<file path="src/rtl/op_key_if.sv">
// Operator-key decoder bus: sampled keys in, one-deep operator event out.
// Master drives keys and ready; slave (the decoder) drives the event.
interface op_key_if;
  logic [3:0] btn_i;
  logic       op_ready;
  logic       op_valid;
  logic [1:0] op_code;
  logic       op_overrun;

  modport master (
    output btn_i,
    output op_ready,
    input  op_valid,
    input  op_code,
    input  op_overrun
  );

  modport slave (
    input  btn_i,
    input  op_ready,
    output op_valid,
    output op_code,
    output op_overrun
  );
endinterface

</file>
<file path="src/rtl/op_key_decoder.sv">
// Debounces the operator keys and emits one operator event per press,
// held in a one-deep register with valid/ready and an overrun pulse.
module op_key_decoder #(
  parameter int unsigned DEBOUNCE_CYCLES = 4
) (
  input logic     clk,
  input logic     rst_n,
  op_key_if.slave io
);

  localparam int CW = $clog2(DEBOUNCE_CYCLES + 1);
  localparam logic [CW-1:0] LAST = CW'(DEBOUNCE_CYCLES - 1);

  localparam logic [1:0] IDLE     = 2'd0;
  localparam logic [1:0] PRESS_DB = 2'd1;
  localparam logic [1:0] HELD     = 2'd2;
  localparam logic [1:0] REL_DB   = 2'd3;

  logic [1:0]    state_q, state_d;
  logic [CW-1:0] cnt_q, cnt_d;
  logic [1:0]    cand_q, cand_d;
  logic          valid_q, valid_d;
  logic [1:0]    code_q, code_d;
  logic          ovr_q, ovr_d;

  logic          key_hit;
  logic [1:0]    key;
  logic          fire;

  // Resolve the key vector to one key, highest index wins.
  always_comb begin
    key_hit = |io.btn_i;
    key     = 2'd0;
    priority case (1'b1)
      io.btn_i[3]: key = 2'd0;
      io.btn_i[2]: key = 2'd1;
      io.btn_i[1]: key = 2'd2;
      io.btn_i[0]: key = 2'd3;
      default:     key = 2'd0;
    endcase
  end

  // Press/release debounce; fire marks the edge that accepts a press.
  always_comb begin
    state_d = state_q;
    cnt_d   = cnt_q;
    cand_d  = cand_q;
    fire    = 1'b0;
    case (state_q)
      IDLE: begin
        if (key_hit) begin
          cand_d = key;
          if (LAST == '0) begin
            fire    = 1'b1;
            state_d = HELD;
            cnt_d   = '0;
          end else begin
            state_d = PRESS_DB;
            cnt_d   = CW'(1);
          end
        end
      end
      PRESS_DB: begin
        if (key_hit && key == cand_q) begin
          if (cnt_q >= LAST) begin
            fire    = 1'b1;
            state_d = HELD;
            cnt_d   = '0;
          end else begin
            cnt_d = cnt_q + CW'(1);
          end
        end else begin
          state_d = IDLE;
          cnt_d   = '0;
        end
      end
      HELD: begin
        if (!key_hit) begin
          if (LAST == '0) begin
            state_d = IDLE;
            cnt_d   = '0;
          end else begin
            state_d = REL_DB;
            cnt_d   = CW'(1);
          end
        end
      end
      REL_DB: begin
        if (!key_hit) begin
          if (cnt_q >= LAST) begin
            state_d = IDLE;
            cnt_d   = '0;
          end else begin
            cnt_d = cnt_q + CW'(1);
          end
        end else begin
          state_d = HELD;
          cnt_d   = '0;
        end
      end
      default: begin
        state_d = IDLE;
        cnt_d   = '0;
      end
    endcase
  end

  // One-deep event register: load, accept, or drop with overrun.
  always_comb begin
    valid_d = valid_q;
    code_d  = code_q;
    ovr_d   = 1'b0;
    if (fire) begin
      if (!valid_q || io.op_ready) begin
        valid_d = 1'b1;
        code_d  = key;
      end else begin
        ovr_d = 1'b1;
      end
    end else if (valid_q && io.op_ready) begin
      valid_d = 1'b0;
    end
  end

  // State and output registers.
  always_ff @(posedge clk or negedge rst_n) begin
    if (!rst_n) begin
      state_q <= IDLE;
      cnt_q   <= '0;
      cand_q  <= 2'd0;
      valid_q <= 1'b0;
      code_q  <= 2'd0;
      ovr_q   <= 1'b0;
    end else begin
      state_q <= state_d;
      cnt_q   <= cnt_d;
      cand_q  <= cand_d;
      valid_q <= valid_d;
      code_q  <= code_d;
      ovr_q   <= ovr_d;
    end
  end

  assign io.op_valid   = valid_q;
  assign io.op_code    = code_q;
  assign io.op_overrun = ovr_q;

endmodule

</file>
<file path="src/flat_wrapper.sv">
// flat-port wrapper written by rule: the top's interface ports become plain ports
module op_key_decoder_flat 
#(
  parameter int unsigned DEBOUNCE_CYCLES = 4
)
  (clk, rst_n, io_btn_i, io_op_ready, io_op_valid, io_op_code, io_op_overrun);
  op_key_if io_i ();
  input logic clk;
  input logic rst_n;
  input wire logic [$bits(io_i.btn_i)-1:0] io_btn_i;
  input wire logic [$bits(io_i.op_ready)-1:0] io_op_ready;
  output wire logic [$bits(io_i.op_valid)-1:0] io_op_valid;
  output wire logic [$bits(io_i.op_code)-1:0] io_op_code;
  output wire logic [$bits(io_i.op_overrun)-1:0] io_op_overrun;
  assign io_i.btn_i = io_btn_i;
  assign io_i.op_ready = io_op_ready;
  assign io_op_valid = io_i.op_valid;
  assign io_op_code = io_i.op_code;
  assign io_op_overrun = io_i.op_overrun;
  op_key_decoder #(.DEBOUNCE_CYCLES(DEBOUNCE_CYCLES)) u_core (.clk(clk), .rst_n(rst_n), .io(io_i));
endmodule
</file>
<file path="config.mk">
export PLATFORM = sky130hd
export DESIGN_NAME = op_key_decoder_flat
export DESIGN_NICKNAME = d
export VERILOG_FILES = /design/src/rtl/op_key_if.sv /design/src/rtl/op_key_decoder.sv /design/src/flat_wrapper.sv
export SDC_FILE = /design/constraint.sdc
export NUM_CORES = 1
export LEC_CHECK = 0
export ABC_CLOCK_PERIOD_IN_PS = 1680
export CAP_MARGIN = 20
export CORE_UTILIZATION = 44
export DETAILED_ROUTE_END_ITERATION = 8
export PLACE_DENSITY = 0.77
export SLEW_MARGIN = 20
export SYNTH_ARGS = -nofsm -noshare
export SYNTH_HDL_FRONTEND = slang
export SYNTH_SLANG_ARGS = --single-unit
</file>
<file path="constraint.sdc">
create_clock -name clk -period 1.68 [get_ports clk]
set_clock_uncertainty 0.1 [all_clocks]
set_input_delay 0.336 -clock clk [delete_from_list [all_inputs] [get_ports clk]]
set_output_delay 0.336 -clock clk [all_outputs]
set_load 0.005 [all_outputs]
</file>
==> impl_metrics.tcl, run 1 <==
set metrics [dict create \
    synthMostInstantiatedCell "dfrtp_1" \
    grt_pass1_wl_um 2125 \
    end_kind "flop" \
    fin_nets 98 \
    period_share_pct 99.02 \
    synth-seq-area-share_pct 43.82 \
    clock-sinks 11 \
    status "complete, no violations" \
    rsz0062_at_grt "true" \
    portBuffers 10 \
    crit_slowest_cell "dfrtp_1" \
    drive_above_1_share_pct 34.09 \
    dpl.cell_count 98 \
    antenna_found_initial 0 \
    cp.required_ps 1730 \
    die_area_sq_mm 0.001582 \
    multi_input_area_sq_um 370.4 \
    path_clk_slew_ps 70 \
    cts_inserted_buffers 3 \
    ys_types 25 \
    async_flop_share_pct 100.0 \
    synth_area_leaders "dfrtp_1 44%, mux2_1 5.4%, nand2b_1 5.0%" \
    slowest_delay_ps 390 \
    place_congestion 0.7639 \
    setup-violations-final 0 \
    ios 11 \
    syn_area_sq_um 628.1 \
    cp-start-kind "flop" \
    maxSlewViolCount 0 \
    ant_nets 0 \
    final_util_pct 69.14 \
    synth-seq-cells 11 \
    n_fill_cell 101 \
    syn2layout_area_growth_pct 45.02 \
    routed_via_density 5.282 \
    antenna_cells 0 \
    drt_pass1_iterations 4 \
    yosysTopAreaCellShare_pct 43.82 \
    min_period_ps 1663 \
    cts_max_level 1 \
    die_h_um 39.78 \
    clockBufferDepth 2 \
    drc_errors 0 \
    std_cell_rows 13 \
    synth.avg_cell_area_sq_um 10.13 \
    p_per_area_mw_per_mm2 1405 \
    coreArea_sq_mm 0.001318 \
    cts_root_buffer "clkbuf_4" \
    track_usage_pct 21.14 \
    synth_top_cell_by_area "dfrtp_1" \
    ff_latch_area_sq_um 275.3 \
    drt_iter0_drc 5 \
    insertion_delay_ps 270 \
    peakVddDrop_v 0.0007223 \
    routed-via-count 544 \
    cts_tree "built" \
    wl_per_cell_um 12.73 \
    synthCells 62 \
    worst_slew_pin_slew_ps 521.6 \
    leakage_nw 0.4191 \
    synth_flop_cell "dfrtp_1" \
    synth-edff-count 0 \
    slew_headroom_pct 65.12 \
    cp_max_fo 4 \
    die_w_um 39.78 \
    synth_nets 71 \
    synth_common_cells "11 x dfrtp_1, 8 x nor2_1, 5 x nand2b_1" \
    cp.arrival_ps 1720 \
    rr_worst_depth 5 \
    synth_warnings 0 \
    crit_path_cell_trace "buf_6 -> nor4b_4 -> o211ai_2 -> nor2_2 -> mux2_4" \
    initial_utilization_pct 47.67 \
    hold_violations 0 \
    fmaxAchievable_ghz 0.6011 \
    routed_wl_um 1311 \
    grt_max_degree 12 \
    grt_pass1_vias 500 \
    cap_violations 0 \
    crit_type "reg2reg" \
    dp_hpwl_um 994.3 \
    grt_overflow 0 \
    fin_cells 103 \
    hp-class "in2async" \
]
[flip-flops by register name, indices dropped and copies added (netlist names)]
name,flops
u_core.io.op_code,2
u_core.io.op_overrun,1
u_core.cand_q,2
u_core.state_q,2
u_core.cnt_q,3
u_core.io.op_valid,1
[repair_timing]
item                       in CTS  in global routing
hold buffers                    0                  0
resized for setup               6                  7
setup endpoints to repair       8                  5
pin swaps                       3                  4
setup buffers                   1                  0
hold endpoints to repair        0                  0
[where the power goes]
group	internal [mW]	total (mW)	switching [mW]
Combinational	0.381	0.665	0.285
Clock	0.0920	0.179	0.0873
Sequential	0.361	0.435	0.0743
Total	0.834	1.28	0.446
[logic make-up after synthesis]
family | count (synthesis) | synth area share [%]
adders and majority gates | 2 | 3.983
and+or+nand+nor | 26 | 24.50
muxes | 3 | 5.378
DFF | 11 | 43.82
xor gates and xnor gates | 1 | 1.395
AOI/OAI and AO/OA | 13 | 16.93
buffers and inverters | 6 | 3.983
[per-layer routing]
layer,track usage [%],vias up,part of all wire [%]
li1,-,270,-
met1,24.13,257,43
met2,34.84,13,50
met3,6.818,4,4.3
met4,10.34,0,2.0
met5,0,-,0
[through the flow]
step	worst slack [ps]	total power, mW	setup TNS, ps	instance area [sq um]	hold slack [ps]
global placement	-436.9	1.001	-3463	837.1	372.1
finish	16.50	1.280	0	910.9	306.5
global route	-69.91	1.374	-144.3	910.9	348.2
detailed placement	-476.3	1.022	-3922	837.1	385.1
floorplan	11.72	0.7643	0	630.6	-59.59
CTS	-14.91	1.221	-27.57	882.1	318.0
[final timing paths]
path / slack (ps) / from / to
max: 20 / u_core.state_q[1] / u_core.io.op_code[0]
min: 310 / rst_n / u_core.cnt_q[0]
max reg2reg: 20 / u_core.state_q[1] / u_core.io.op_code[0]
min reg2reg: 420 / u_core.io.op_code[0] / u_core.io.op_code[0]
max in group asynchronous: 820 / rst_n / u_core.io.op_code[0]
min in group clk: 420 / u_core.io.op_code[0] / u_core.io.op_code[0]
[placed cells by master, fill, tap and decap left out, types with 2 or more instances in the layout]
cell / count
buf_4: 13
nor2_2: 2
mux2_4: 2
a21oi_2: 2
dlygate4sd2_1: 3
clkbuf_4: 3
clkdlybuf4s50_1: 6
nand2b_1: 5
inv_1: 4
nor2_1: 8
a22o_1: 3
dfrtp_1: 11
nand2_1: 3
nand3_1: 2
[worst max-delay path: cells and delay by family (launching register included)]
kind | cells | cell delay (ps)
flip-flops | 1 | 390
buffers and inverters | 1 | 130
AND/OR/NAND/NOR | 2 | 450
multiplexers | 1 | 310
AO/OA/AOI/OAI | 1 | 160
[cell type report]
cell class | count | area share [%]
clock buffers | 4 | 2.885
flip-flops and latches | 11 | 30.22
well taps | 15 | 2.060
inverters | 4 | 1.648
multi-input cells | 45 | 40.66
repair buffers | 24 | 22.53
No activity file was read; power rests on OpenSTA's default activity.
==> run 2: changes to the inputs <==
--- a/config.mk
+++ b/config.mk
@@ -7,9 +7,10 @@
 export LEC_CHECK = 0
 export ABC_CLOCK_PERIOD_IN_PS = 1680
 export CAP_MARGIN = 20
-export CORE_UTILIZATION = 44
+export CORE_UTILIZATION = 45
+export CTS_BUF_LIST = sky130_fd_sc_hd__clkbuf_2
 export DETAILED_ROUTE_END_ITERATION = 8
-export PLACE_DENSITY = 0.77
+export PLACE_DENSITY = 0.78
 export SLEW_MARGIN = 20
 export SYNTH_ARGS = -nofsm -noshare
 export SYNTH_HDL_FRONTEND = slang
==> impl_metrics.tcl, run 2 (same netlist as run 1, synthesis figures left out) <==
set metrics [dict create \
    layout_setup_ws_ps -29.52 \
    regMostFlops "u_core.cnt_q" \
    insertion_delay_ps 270 \
    drc_errors 0 \
    drive_above_1_share_pct 38.46 \
    crit_type "in2reg" \
    coreArea_sq_mm 0.001301 \
    drt_iter0_drc 4 \
    cts_max_level 1 \
    cp_max_fo 7 \
    clockBufferDepth 2 \
    violations "setup timing" \
    cap_violations 0 \
    drt_pass1_iterations 4 \
    wl_per_cell_um 14.42 \
    finalPower_mw 1.297 \
    hold_violations 0 \
    die_h_um 39.36 \
    min_period_ps 1710 \
    crit_slowest_cell "clkdlybuf4s15_1" \
    grt_max_degree 12 \
    initial_utilization_pct 48.27 \
    largest_register_ff_count 3 \
    grt_pass1_vias 540 \
    slew_headroom_pct 66.20 \
    dpl.cell_count 99 \
    routed-via-count 568 \
    slowest_delay_ps 330 \
    fmaxAchievable_ghz 0.5850 \
    fin_cells 106 \
    track_usage_pct 23.89 \
    die_area_sq_mm 0.001549 \
    portBuffers 10 \
    antenna_cells 0 \
    maxSlewViolCount 0 \
    routed_via_density 5.358 \
    cp-start-kind "input port" \
    syn2layout_area_growth_pct 46.02 \
    final_cell_mix "17 x buf_4, 11 x dfrtp_1, 7 x nor2_1" \
    cp.required_ps 1740 \
    worst_slew_pin_slew_ps 505.4 \
    grt_pass1_wl_um 2359 \
    period_share_pct 101.8 \
    cts_tree "built" \
    crit_path_cell_trace "clkdlybuf4s15_1 -> nor2_1 -> nor4b_4 -> o211ai_2 -> nor2_2 -> mux2_4" \
    place_congestion 0.8079 \
    grt_overflow 0 \
    clock-sinks 11 \
    setup-violations-final 2 \
    die_w_um 39.36 \
    fin_nets 101 \
    cpLargestDelayFamily "simple AND/OR/NAND/NOR gates" \
    routed_wl_um 1528 \
    cp.arrival_ps 1760 \
    path_clk_slew_ps 110 \
    antenna_found_initial 0 \
    rsz0062_at_grt "true" \
    leakage_nw 0.4322 \
    status "finished with violations" \
    n_fill_cell 100 \
    peakVddDrop_v 0.0008034 \
    final_common_cell "buf_4" \
    std_cell_rows 13 \
    dp_hpwl_um 1069 \
    hp-class "in2async" \
    cts_root_buffer "clkbuf_2" \
    ios 11 \
    cts_inserted_buffers 3 \
    ant_nets 0 \
    worst-path-buf-inv 1 \
    p_per_area_mw_per_mm2 1414 \
    end_kind "flop" \
]
-- run 2: through the flow --
stage | util [%] | instance area [sq um] | TNS (ps) | hold slack (ps) | worst slack (ps)
2_1_floorplan | - | 630.6 | 0 | -59.59 | 11.72
3_3_place_gp | 64.90 | 844.6 | -3481 | 376.4 | -417.2
3_5_place_dp | 64.90 | 844.6 | -3997 | 396.4 | -512.7
4_1_cts | 68.37 | 889.6 | -29.59 | 294.4 | -17.07
5_1_grt | 70.48 | 917.1 | -131.5 | 311.7 | -66.48
6_report | 70.48 | 917.1 | -57.06 | 286.3 | -29.52
-- run 2: worst paths after layout --
kind,startpoint,end,slack [ps],cells past startpoint
min,rst_n,u_core.cand_q[1],290,1
max,io_btn_i[3],u_core.io.op_code[1],-30,6
min reg2reg,u_core.io.op_code[1],u_core.io.op_code[1],430,1
max in group asynchronous,rst_n,u_core.io.op_overrun,840,1
max reg2reg,u_core.cnt_q[1],u_core.io.op_code[1],-10,6
min in group clk,u_core.io.op_code[1],u_core.io.op_code[1],430,1
-- run 2: cell type report --
type | count | area, sq um | share of cell area [%]
Clock buffer | 4 | 20.02 | 2.183
Multi-Input combinational cell | 45 | 362.8 | 39.56
Inverter | 4 | 15.01 | 1.637
Timing Repair Buffer | 27 | 225.2 | 24.56
Sequential cell | 11 | 275.3 | 30.01
Tap cell | 15 | 18.77 | 2.046
-- run 2: timing repair --
action                                  in CTS  in global routing
endpoints found under the setup margin      10                  6
gates resized for setup                      5                  8
pin swaps                                    4                  3
hold buffers                                 0                  0
setup buffers                                3                  0
-- run 2: where the power goes --
| group | total [mW] | switching (mW) | internal, mW |
|---|---|---|---|
| clock | 0.154 | 0.0911 | 0.0631 |
| combinational | 0.708 | 0.303 | 0.405 |
| sequential | 0.435 | 0.0742 | 0.360 |
| total | 1.30 | 0.468 | 0.829 |
-- run 2: layer usage --
metal | routed length (um) | GRT usage (%) | share of wire, % | vias up
li1 | - | - | - | 280
met1 | 661 | 27.02 | 43 | 273
met2 | 783 | 41.25 | 51 | 11
met3 | 69 | 10.23 | 4.5 | 4
met4 | 13 | 5.172 | 0.85 | 0
met5 | 0 | 0 | 0 | -
-- run 2: worst reg2reg max path, stage by stage (launching register included) --
cell and delay, ps:
dfrtp_1 420, ha_2 180, ha_2 160, a211o_1 260, nand2_1 90, nor2_2 60, mux2_4 300
